### config.mk
export PLATFORM = sky130hd
export DESIGN_NAME = spike_accumulator
export DESIGN_NICKNAME = d
export VERILOG_FILES = /design/src/rtl/spike_accumulator.sv
export SDC_FILE = /design/constraint.sdc
export NUM_CORES = 1
export LEC_CHECK = 0
export ABC_AREA = 1
export BUFFER_PORTS_ARGS = -buffer_cell sky130_fd_sc_hd__buf_2
export CAP_MARGIN = 25
export CORE_MARGIN = 1
export CORE_UTILIZATION = 40
export CTS_CLUSTER_DIAMETER = 100
export DETAILED_ROUTE_END_ITERATION = 6
export PLACE_DENSITY_LB_ADDON = 0.25
export SETUP_SLACK_MARGIN = 0.5
export SYNTH_ARGS = -nofsm -noshare
export SYNTH_HDL_FRONTEND = slang
export SYNTH_SLANG_ARGS = --single-unit
export TNS_END_PERCENT = 5
### constraint.sdc
create_clock -name clk -period 11.3 [get_ports clk]
set_input_delay 1.695 -clock clk [delete_from_list [all_inputs] [get_ports clk]]
set_output_delay 1.695 -clock clk [all_outputs]
set_load 0.01 [all_outputs]
### src/rtl/spike_accumulator.sv
`default_nettype none
// ============================================================================
//  Module      : spike_accumulator
//  Description : Sums per-slot partial membrane contributions from N_PE
//                processing elements, integrates each neuron's potential
//                across timesteps, and emits a spike packet per firing neuron
//                followed by a done packet at the end of every timestep.
//  Revision    : 1.0 - initial release
// ============================================================================
module spike_accumulator #(
    parameter int               WIDTH      = 64,
    parameter int               N_PE       = 5,
    parameter logic [N_PE*4-1:0] PE_ADDRS  = {4'b1100, 4'b0111, 4'b0011, 4'b0101, 4'b0001},
    parameter int               MP_W       = 13,
    parameter int               SLOTS      = 3,
    parameter int               X_COUNT    = 21,
    parameter int               THRESHOLD  = 64,
    parameter int               RESET_MODE = 0,
    parameter logic [4:0]       ADDER_NUM  = 5'd0,
    parameter int               Y_STRIDE   = 7,
    parameter logic [3:0]       DEST_ADDR  = 4'b1010,
    parameter logic [3:0]       SRC_ADDR   = 4'b0000
) (
    input  logic             clk,
    input  logic             rst_n,
    input  logic             clear,
    input  logic             in_valid,
    output logic             in_ready,
    input  logic [WIDTH-1:0] in_data,
    output logic             out_valid,
    input  logic             out_ready,
    output logic [WIDTH-1:0] out_data,
    output logic             err_drop
);

    localparam int c_NEURONS = X_COUNT * SLOTS;
    localparam int c_K_W     = (N_PE > 1) ? $clog2(N_PE) : 1;
    localparam int c_S_W     = (SLOTS > 1) ? $clog2(SLOTS) : 1;
    localparam int c_C_W     = $clog2(SLOTS + 1);
    localparam int c_X_W     = (X_COUNT > 1) ? $clog2(X_COUNT) : 1;
    localparam int c_N_W     = (c_NEURONS > 1) ? $clog2(c_NEURONS) : 1;
    localparam int c_SUM_W   = MP_W + $clog2(N_PE);
    localparam int c_V_W     = c_SUM_W + 1;
    localparam int c_PAD_W   = WIDTH - 20;
    localparam logic [MP_W-1:0] c_MP_MAX = '1;
    localparam logic [31:0]     c_THRESH = THRESHOLD;

    typedef enum logic [1:0] {
        COLLECT = 2'd0,
        ACCUM   = 2'd1,
        EMIT    = 2'd2,
        DONE    = 2'd3
    } state_t;

    state_t r_state;
    state_t w_stateNext;
    state_t w_advTarget;

    logic [c_C_W-1:0] r_cnt [N_PE];
    logic [MP_W-1:0]  r_buf [N_PE][SLOTS];
    logic [MP_W-1:0]  r_mem [c_NEURONS];
    logic [c_S_W-1:0] r_s;
    logic [c_X_W-1:0] r_x;
    logic             r_firstTs;
    logic             r_clearPend;
    logic [WIDTH-1:0] r_outData;
    logic             r_errDrop;

    logic             w_accept;
    logic             w_hit;
    logic [c_K_W-1:0] w_hitIdx;
    logic             w_hitFull;
    logic             w_store;
    logic             w_drop;
    logic [c_S_W-1:0] w_slotIdx;
    logic             w_allFullNext;
    logic [c_SUM_W-1:0] w_sum;
    logic [c_V_W-1:0] w_vWide;
    logic [MP_W-1:0]  w_v;
    logic [MP_W-1:0]  w_residue;
    logic [c_N_W-1:0] w_n;
    logic             w_fire;
    logic             w_lastSlot;
    logic             w_lastRound;
    logic             w_advance;
    logic             w_enterCollect;
    logic             w_enterDone;
    logic             w_doClear;
    logic [4:0]       w_xField;
    logic [4:0]       w_yField;
    logic             w_unused;

    assign w_unused = ^{in_data[WIDTH-1:60], in_data[55:MP_W]};

    assign in_ready  = (r_state == COLLECT);
    assign out_valid = (r_state == EMIT) || (r_state == DONE);
    assign out_data  = r_outData;
    assign err_drop  = r_errDrop;

    // Input decode: match source address, decide store versus drop, and
    // predict whether this accept completes the round.
    always_comb begin
        w_hit    = 1'b0;
        w_hitIdx = '0;
        for (int k = N_PE - 1; k >= 0; k--) begin
            if (in_data[59:56] == PE_ADDRS[k*4 +: 4]) begin
                w_hit    = 1'b1;
                w_hitIdx = c_K_W'(k);
            end
        end
        w_accept  = in_valid && (r_state == COLLECT);
        w_hitFull = (r_cnt[w_hitIdx] == c_C_W'(SLOTS));
        w_slotIdx = c_S_W'(r_cnt[w_hitIdx]);
        w_store   = w_accept && w_hit && !w_hitFull;
        w_drop    = w_accept && (!w_hit || w_hitFull);
        w_allFullNext = 1'b1;
        for (int k = 0; k < N_PE; k++) begin
            if (!((r_cnt[k] == c_C_W'(SLOTS)) ||
                  (w_store && (w_hitIdx == c_K_W'(k)) && (r_cnt[k] == c_C_W'(SLOTS - 1)))))
                w_allFullNext = 1'b0;
        end
    end

    // Slot reduction, membrane integration with saturation, and fire decision.
    always_comb begin
        w_sum = '0;
        for (int k = 0; k < N_PE; k++)
            w_sum = w_sum + c_SUM_W'(r_buf[k][r_s]);
        w_n     = c_N_W'(r_x) * c_N_W'(SLOTS) + c_N_W'(r_s);
        w_vWide = r_firstTs ? c_V_W'(w_sum) : (c_V_W'(r_mem[w_n]) + c_V_W'(w_sum));
        w_v     = (w_vWide > c_V_W'(c_MP_MAX)) ? c_MP_MAX : w_vWide[MP_W-1:0];
        w_fire  = ({{(32-MP_W){1'b0}}, w_v} > c_THRESH);
        w_residue = (RESET_MODE == 1) ? '0 : (w_v - c_THRESH[MP_W-1:0]);
        w_xField  = 5'(r_x);
        w_yField  = 5'(r_s) * 5'(Y_STRIDE) + ADDER_NUM;
    end

    // Next-state logic, including where a completed slot goes next.
    always_comb begin
        w_lastSlot  = (r_s == c_S_W'(SLOTS - 1));
        w_lastRound = (r_x == c_X_W'(X_COUNT - 1));
        w_advance   = ((r_state == ACCUM) && !w_fire) || ((r_state == EMIT) && out_ready);
        if (!w_lastSlot)
            w_advTarget = ACCUM;
        else if (w_lastRound)
            w_advTarget = DONE;
        else
            w_advTarget = COLLECT;
        w_stateNext = r_state;
        case (r_state)
            COLLECT: if (!clear && w_allFullNext) w_stateNext = ACCUM;
            ACCUM:   w_stateNext = w_fire ? EMIT : w_advTarget;
            EMIT:    if (out_ready) w_stateNext = w_advTarget;
            DONE:    if (clear || out_ready) w_stateNext = COLLECT;
            default: w_stateNext = COLLECT;
        endcase
        w_enterCollect = (w_stateNext == COLLECT) && (r_state != COLLECT);
        w_enterDone    = (w_stateNext == DONE) && (r_state != DONE);
        // A clear seen while computing is deferred until the round returns
        // to COLLECT, so no partially emitted round is torn apart.
        w_doClear = (clear && ((r_state == COLLECT) || (r_state == DONE))) ||
                    ((r_clearPend || (clear && ((r_state == ACCUM) || (r_state == EMIT))))
                     && w_enterCollect);
    end

    // State register.
    always_ff @(posedge clk or negedge rst_n) begin
        if (!rst_n)
            r_state <= COLLECT;
        else
            r_state <= w_stateNext;
    end

    // Round/slot counters, timestep flag, pending clear and output packet.
    always_ff @(posedge clk or negedge rst_n) begin
        if (!rst_n) begin
            r_cnt       <= '{default: '0};
            r_s         <= '0;
            r_x         <= '0;
            r_firstTs   <= 1'b1;
            r_clearPend <= 1'b0;
            r_outData   <= '0;
            r_errDrop   <= 1'b0;
        end else begin
            r_errDrop <= w_drop;
            if (w_store)
                r_cnt[w_hitIdx] <= r_cnt[w_hitIdx] + 1'b1;
            if ((r_state == ACCUM) && w_fire)
                r_outData <= {DEST_ADDR, SRC_ADDR, 2'b11, {c_PAD_W{1'b0}}, w_xField, w_yField};
            if (w_enterDone)
                r_outData <= {DEST_ADDR, SRC_ADDR, 2'b11, {c_PAD_W{1'b0}}, 10'h3FF};
            if (w_advance) begin
                if (!w_lastSlot) begin
                    r_s <= r_s + 1'b1;
                end else begin
                    r_cnt <= '{default: '0};
                    r_s   <= '0;
                    if (!w_lastRound)
                        r_x <= r_x + 1'b1;
                end
            end
            if ((r_state == DONE) && out_ready) begin
                r_x       <= '0;
                r_firstTs <= 1'b0;
            end
            if (w_enterCollect)
                r_clearPend <= 1'b0;
            else if (clear && ((r_state == ACCUM) || (r_state == EMIT)))
                r_clearPend <= 1'b1;
            if (w_doClear) begin
                r_cnt     <= '{default: '0};
                r_s       <= '0;
                r_x       <= '0;
                r_firstTs <= 1'b1;
            end
        end
    end

    // Partial-sum buffers and residue memory; contents are qualified by the
    // counters and first-timestep flag, so they need no reset.
    always_ff @(posedge clk) begin
        if (w_store)
            r_buf[w_hitIdx][w_slotIdx] <= in_data[MP_W-1:0];
        if (r_state == ACCUM)
            r_mem[w_n] <= w_fire ? w_residue : w_v;
        if (w_doClear) begin
            for (int k = 0; k < N_PE; k++)
                for (int j = 0; j < SLOTS; j++)
                    r_buf[k][j] <= '0;
        end
    end

endmodule
`default_nettype wire

[Yosys cells after proc, flatten, opt, wreduce, memory -nomap -nowiden]
Memory sizes are Yosys's and may differ from the RTL's.
Cells that the tools add are included.
W data, S select, Z words.
Word-level totals
  bits in writable memories: 1014
  register bits: 86
  logic and storage cells: 190
  memories kept: 2
  input bits: 69
  output and inout port bits: 67
Memory list
  r_mem: words 63, bits a word 13, read ports 1, clocked after memory_dff 0, wr ports 1, RTL line 61  | logic [MP_W-1:0] r_mem [c_NEURONS];
  r_buf: words 5, bits a word 39, read ports 5, clocked after memory_dff 0, wr ports 6, RTL line 60  | logic [MP_W-1:0] r_buf [N_PE][SLOTS];
Operators by class
  add/subtract/negate cells: 10
  equal/unequal tests: 28
  $mul: 2
  reduce and logical (&&, ||, !) cells: 54
  bitwise operators: 3
  order comparisons: 7
  multiplexer cells: 72
Operators by type and width (count)
  $mux W13: 13
  $bmux W13 S2: 5
  $mux W64: 2
  $mux W10: 4
  $mux W39: 1
  $eq A2 B2 Y1 const B: 15
  $demux W13 S2: 1
  $logic_and A1 B1 Y1: 26
  $mux W5: 5
  $mux W2: 12
  $mux W1: 19
  $add A13 B16 Y17: 1
  $gt A17 B13 Y1 const B: 1
  $mux W17: 1
  $add A15 B13 Y16: 1
  $add A16 B13 Y16: 1
  $add A14 B13 Y15: 1
  $mux W3: 5
  $add A13 B13 Y14: 1
  $gt A13 B7 Y1 const B: 1
  $logic_or A1 B1 Y1: 13
  $sub A13 B7 Y13 const B: 1
  $bwmux W10: 1
  $reduce_bool A2 Y1: 5
  other kinds (30): 40

[Logic depth before layout (Yosys ltp)]
  depth after elaboration: 30
  depth in mapped cells: 51
  gate-level depth less buffers: 47

[Worst setup path before layout]
No wires, ideal clock.
  path type: flip-flop to flip-flop
  from: register r_s[1]
  to: memory r_mem[0][6], data pin
  clock period less this slack: 9.757 ns
  data arrival time: 9.063 ns
  path buffers: 2
  stages on the path, launching flop included: 38
  library setup time: 0.694 ns
  data required time: 10.606 ns
  setup slack: 1.543 ns
  cell sequence: dfrtp_1 > clkinv_1 > nor2_1 > clkbuf_1 > a2bb2oi_1 > fa_1 > fa_1 > inv_1 > fa_1 > ha_1 > fa_1 > nand3_1 > nand2_1 > a21oi_1 > or2_2 > nand2_1 > ha_1 > a21oi_1 > [2 not listed] > nand3_1 > a21oi_1 > inv_1 > nand3_1 > nand2_1 > nor2_2 > buf_4 > inv_2 > a21oi_1 > ha_1 > nand3_1 > nor2_1 > nand3_1 > nor2_1 > nand3_2 > o21ai_2 > nand2_2 > o21ai_0
Between the ends
  longest elaborated chain between the ends: 14
  elaborated cells between the ends (all ways): 29
  classes of those cells: add/sub (7); order compare (2); mux (18); bitwise (1); memory (1)
RTL lines
  start: declaration: RTL line 62  | logic [c_S_W-1:0] r_s;
  start signal: assignment: RTL line 194  | r_s <= r_s + 1'b1;
  $not A2 Y3 (implied by the code): RTL line 128  | w_sum = w_sum + c_SUM_W'(r_buf[k][r_s]);
  $bmux W13 S2: RTL line 128
  $mux W13 (implied by the code) (2 in a row): RTL line 128
  $add A13 B13 Y14: RTL line 128
  $add A14 B13 Y15: RTL line 128
  $add A15 B13 Y16: RTL line 128
  $add A16 B13 Y16: RTL line 128
  $add A13 B16 Y17: RTL line 130  | w_vWide = r_firstTs ? c_V_W'(w_sum) : (c_V_W'(r_mem[w_n]) + c_V_W'(w_sum));
  $mux W17 *: RTL line 130
  $gt A17 B13 Y1: RTL line 131  | w_v = (w_vWide > c_V_W'(c_MP_MAX)) ? c_MP_MAX : w_vWide[MP_W-1:0];
  $mux W13 *: RTL line 131
  $sub A13 B7 Y13 or $gt A13 B7 Y1 (tied branches): RTL line 133, 132
  $mux W13 *: RTL line 225  | r_mem[w_n] <= w_fire ? w_residue : w_v;
  end: declaration: RTL line 61
Every way passes the cells marked *; elsewhere a longest branch is shown, timed or not. The select of a mux whose other input is x is not followed.

==> flow_summary.json <==
{
  "setup_viol": 0,
  "slowest_delay_ns": 0.69,
  "max_freq_ghz": 0.100,
  "synth_seq_cells": 1047,
  "grt_pass1_vias": 26900,
  "dieHeight_um": 332,
  "port_buffers": 38,
  "status": "complete, no violations",
  "path_clk_slew_ns": 0.06,
  "crit_type": "reg -> reg",
  "cts_setup_buffers": 0,
  "max_slew_margin": 0.335,
  "synth.most_common_cell": "edfxtp_1",
  "synthDominantCellAreaShare": 0.564,
  "drt-vias-per-instance": 5.46,
  "track_usage": 0.206,
  "rsz0062_at_grt": "false",
  "firstDrtPassIters": 6,
  "wirelength_um": 115000,
  "ctsLongestPathBuffers": 3,
  "fin_tns_setup_ns": 0,
  "ys_types": 57,
  "end_kind": "register",
  "placementRows": 120,
  "cp_max_fo": 109,
  "die_area_um2": 110000,
  "ios": 136,
  "worst_slew_pin_slew_ns": 0.996,
  "syn_area_um2": 43600,
  "cts_buffers": 105,
  "path_common_cell": "nand2_1",
  "worstPathArrival_ns": 10.58,
  "grt_max_degree": 110,
  "hp-class": "reg -> reg",
  "dr_total_vias": 28700,
  "synth_warnings": 0,
  "cts_tree": "done",
  "synth_common_cells": "edfxtp_1 (819), nand2_1 (667), nor2_1 (404)",
  "hold_viol_final": 0,
  "max_cap_violations": 0,
  "post_synth_inst_count": 3687,
  "drc": 0,
  "fin_crit_sh": 0.883,
  "dp_hpwl_um": 69200,
  "grt_pass1_wl_um": 173000,
  "antenna_found_initial": 0,
  "ys.flop_type": "edfxtp_1",
  "cts_sinks": 1047,
  "start_kind": "register",
  "skew_ns": 0.0739,
  "avgSynthCellArea_um2": 11.8,
  "h-tree-depth": 3,
  "overflow": 0,
  "cts_root_buffer": "clkbuf_16",
  "drive_gt1_frac": 0.0984,
  "slew_viol_final": 0,
  "layout_min_cycle_time_ns": 9.98,
  "start_util": 0.405,
  "place.gp.congestion": 0.878,
  "layout.nets": 3924,
  "drtIter0Drc": 2595,
  "synthTopCellsByArea": "edfxtp_1 (56%), dfxtp_1 (9.0%), nand2_1 (5.7%)",
  "cp_data_required_time_ns": 11.90,
  "synthArstFlopShare": 0.0315,
  "wire_per_inst_um": 21.8,
  "die_x_um": 332,
  "insertion_delay_ns": 0.72,
  "drtAntennaViolNets": 0,
  "yosysSeqAreaShare": 0.673,
  "yosys.area.top_type": "edfxtp_1",
  "synth_edf_count": 819,
  "core_um2": 108000,
  "area.growth.synth_to_final_pct": 12.6,
  "critPathSlowestCell": "fa_1"
}
[registers in the layout (all words and copies together), names as in the netlist]
register,count
r_buf,195
r_mem,819
out_data,11
r_state,2
r_x,5
r_s,2
err_drop,1
r_cnt,10
r_clearPend,1
r_firstTs,1
[path summary, 6_finish.rpt]
check | startpoint | end | slack, ns | cells past startpoint
max | r_s[1] | r_buf[3][31] | 1.32 | 43
min | out_data[0] | out_data[0] | 0.49 | 2
max reg2reg | r_s[1] | r_buf[3][31] | 1.32 | 43
min reg2reg | out_data[0] | out_data[0] | 0.49 | 2
max in group asynchronous | rst_n | r_s[0] | 9.68 | 1
min in group asynchronous | rst_n | r_x[3] | 1.08 | 1
[cells by family after synthesis]
logic type	count (synthesis)	share of synthesized area
simple gates	1276	0.120
flops	1047	0.673
compound gates	784	0.120
buf+inv	457	0.0471
fa+ha+maj	95	0.0343
xor+xnor	19	0.00382
mux	8	0.00184
other cells	1	0.0000860
[metal layers]
metal,GRT usage,vias to the layer above,part of all wire
li1,-,13300,-
met1,0.305,14300,0.46
met2,0.319,958,0.45
met3,0.0276,134,0.069
met4,0.0513,0,0.018
met5,0,-,0
[timing repair]
item | 4_1_cts | 5_1_grt
hold buffers | 0 | 0
gates resized for setup | 0 | 2
endpoints found under the setup margin | 0 | 103
[worst max-delay path: cells and delay by family (launching register included)]
family / cells / cell delay [ns]
buffers and inverters: 7 / 1.22
adder cells (fa/ha/maj): 5 / 2.04
AO/OA/AOI/OAI: 7 / 2.30
flip-flops: 1 / 0.67
AND/OR/NAND/NOR: 24 / 3.43
[stage by stage]
step                cell area, um^2  hold slack (ns)  utilization  cells  setup slack (ns)
floorplan                     43800            0.464            -   3736              1.54
global placement              45700            0.475        0.425   5052              1.21
detailed placement            45700            0.486        0.425   5055              1.18
CTS                           49000            0.499        0.456   5254              1.14
global route                  49100            0.541        0.457   5255             0.669
finish                        49100            0.489        0.457   5257              1.32
[layout make-up]
cell class                      instances  area [um^2]
Timing Repair Buffer                  166         1340
Inverter                              208          783
Clock buffer                          130         2780
Multi-Input combinational cell       2232        12600
Tap cell                             1403         1760
Antenna cell                            2         5.00
Sequential cell                      1047        29300
Fill cell                            9762        58400
Clock inverter                         69          537
[cell usage in the layout (no fill, tap or decap), types with 26 or more instances in the layout]
master	Yosys	final
nor2_1	404	389
nand3_1	70	70
clkinv_2	0	26
a21oi_1	61	61
conb_1	1	50
buf_2	11	38
buf_4	55	113
fa_1	41	41
edfxtp_1	819	819
o21ai_0	321	318
clkinv_1	3	30
a22o_1	103	103
ha_1	54	54
dfxtp_1	195	195
inv_1	203	200
a2bb2oi_1	31	31
a221oi_1	107	106
a22oi_1	117	117
clkbuf_16	0	106
nand2_1	667	662
dfrtp_1	32	30
nand4_1	101	101
Power is not shown: default switching activity piles up to over one toggle a cycle in this logic, so the estimate is an artifact.
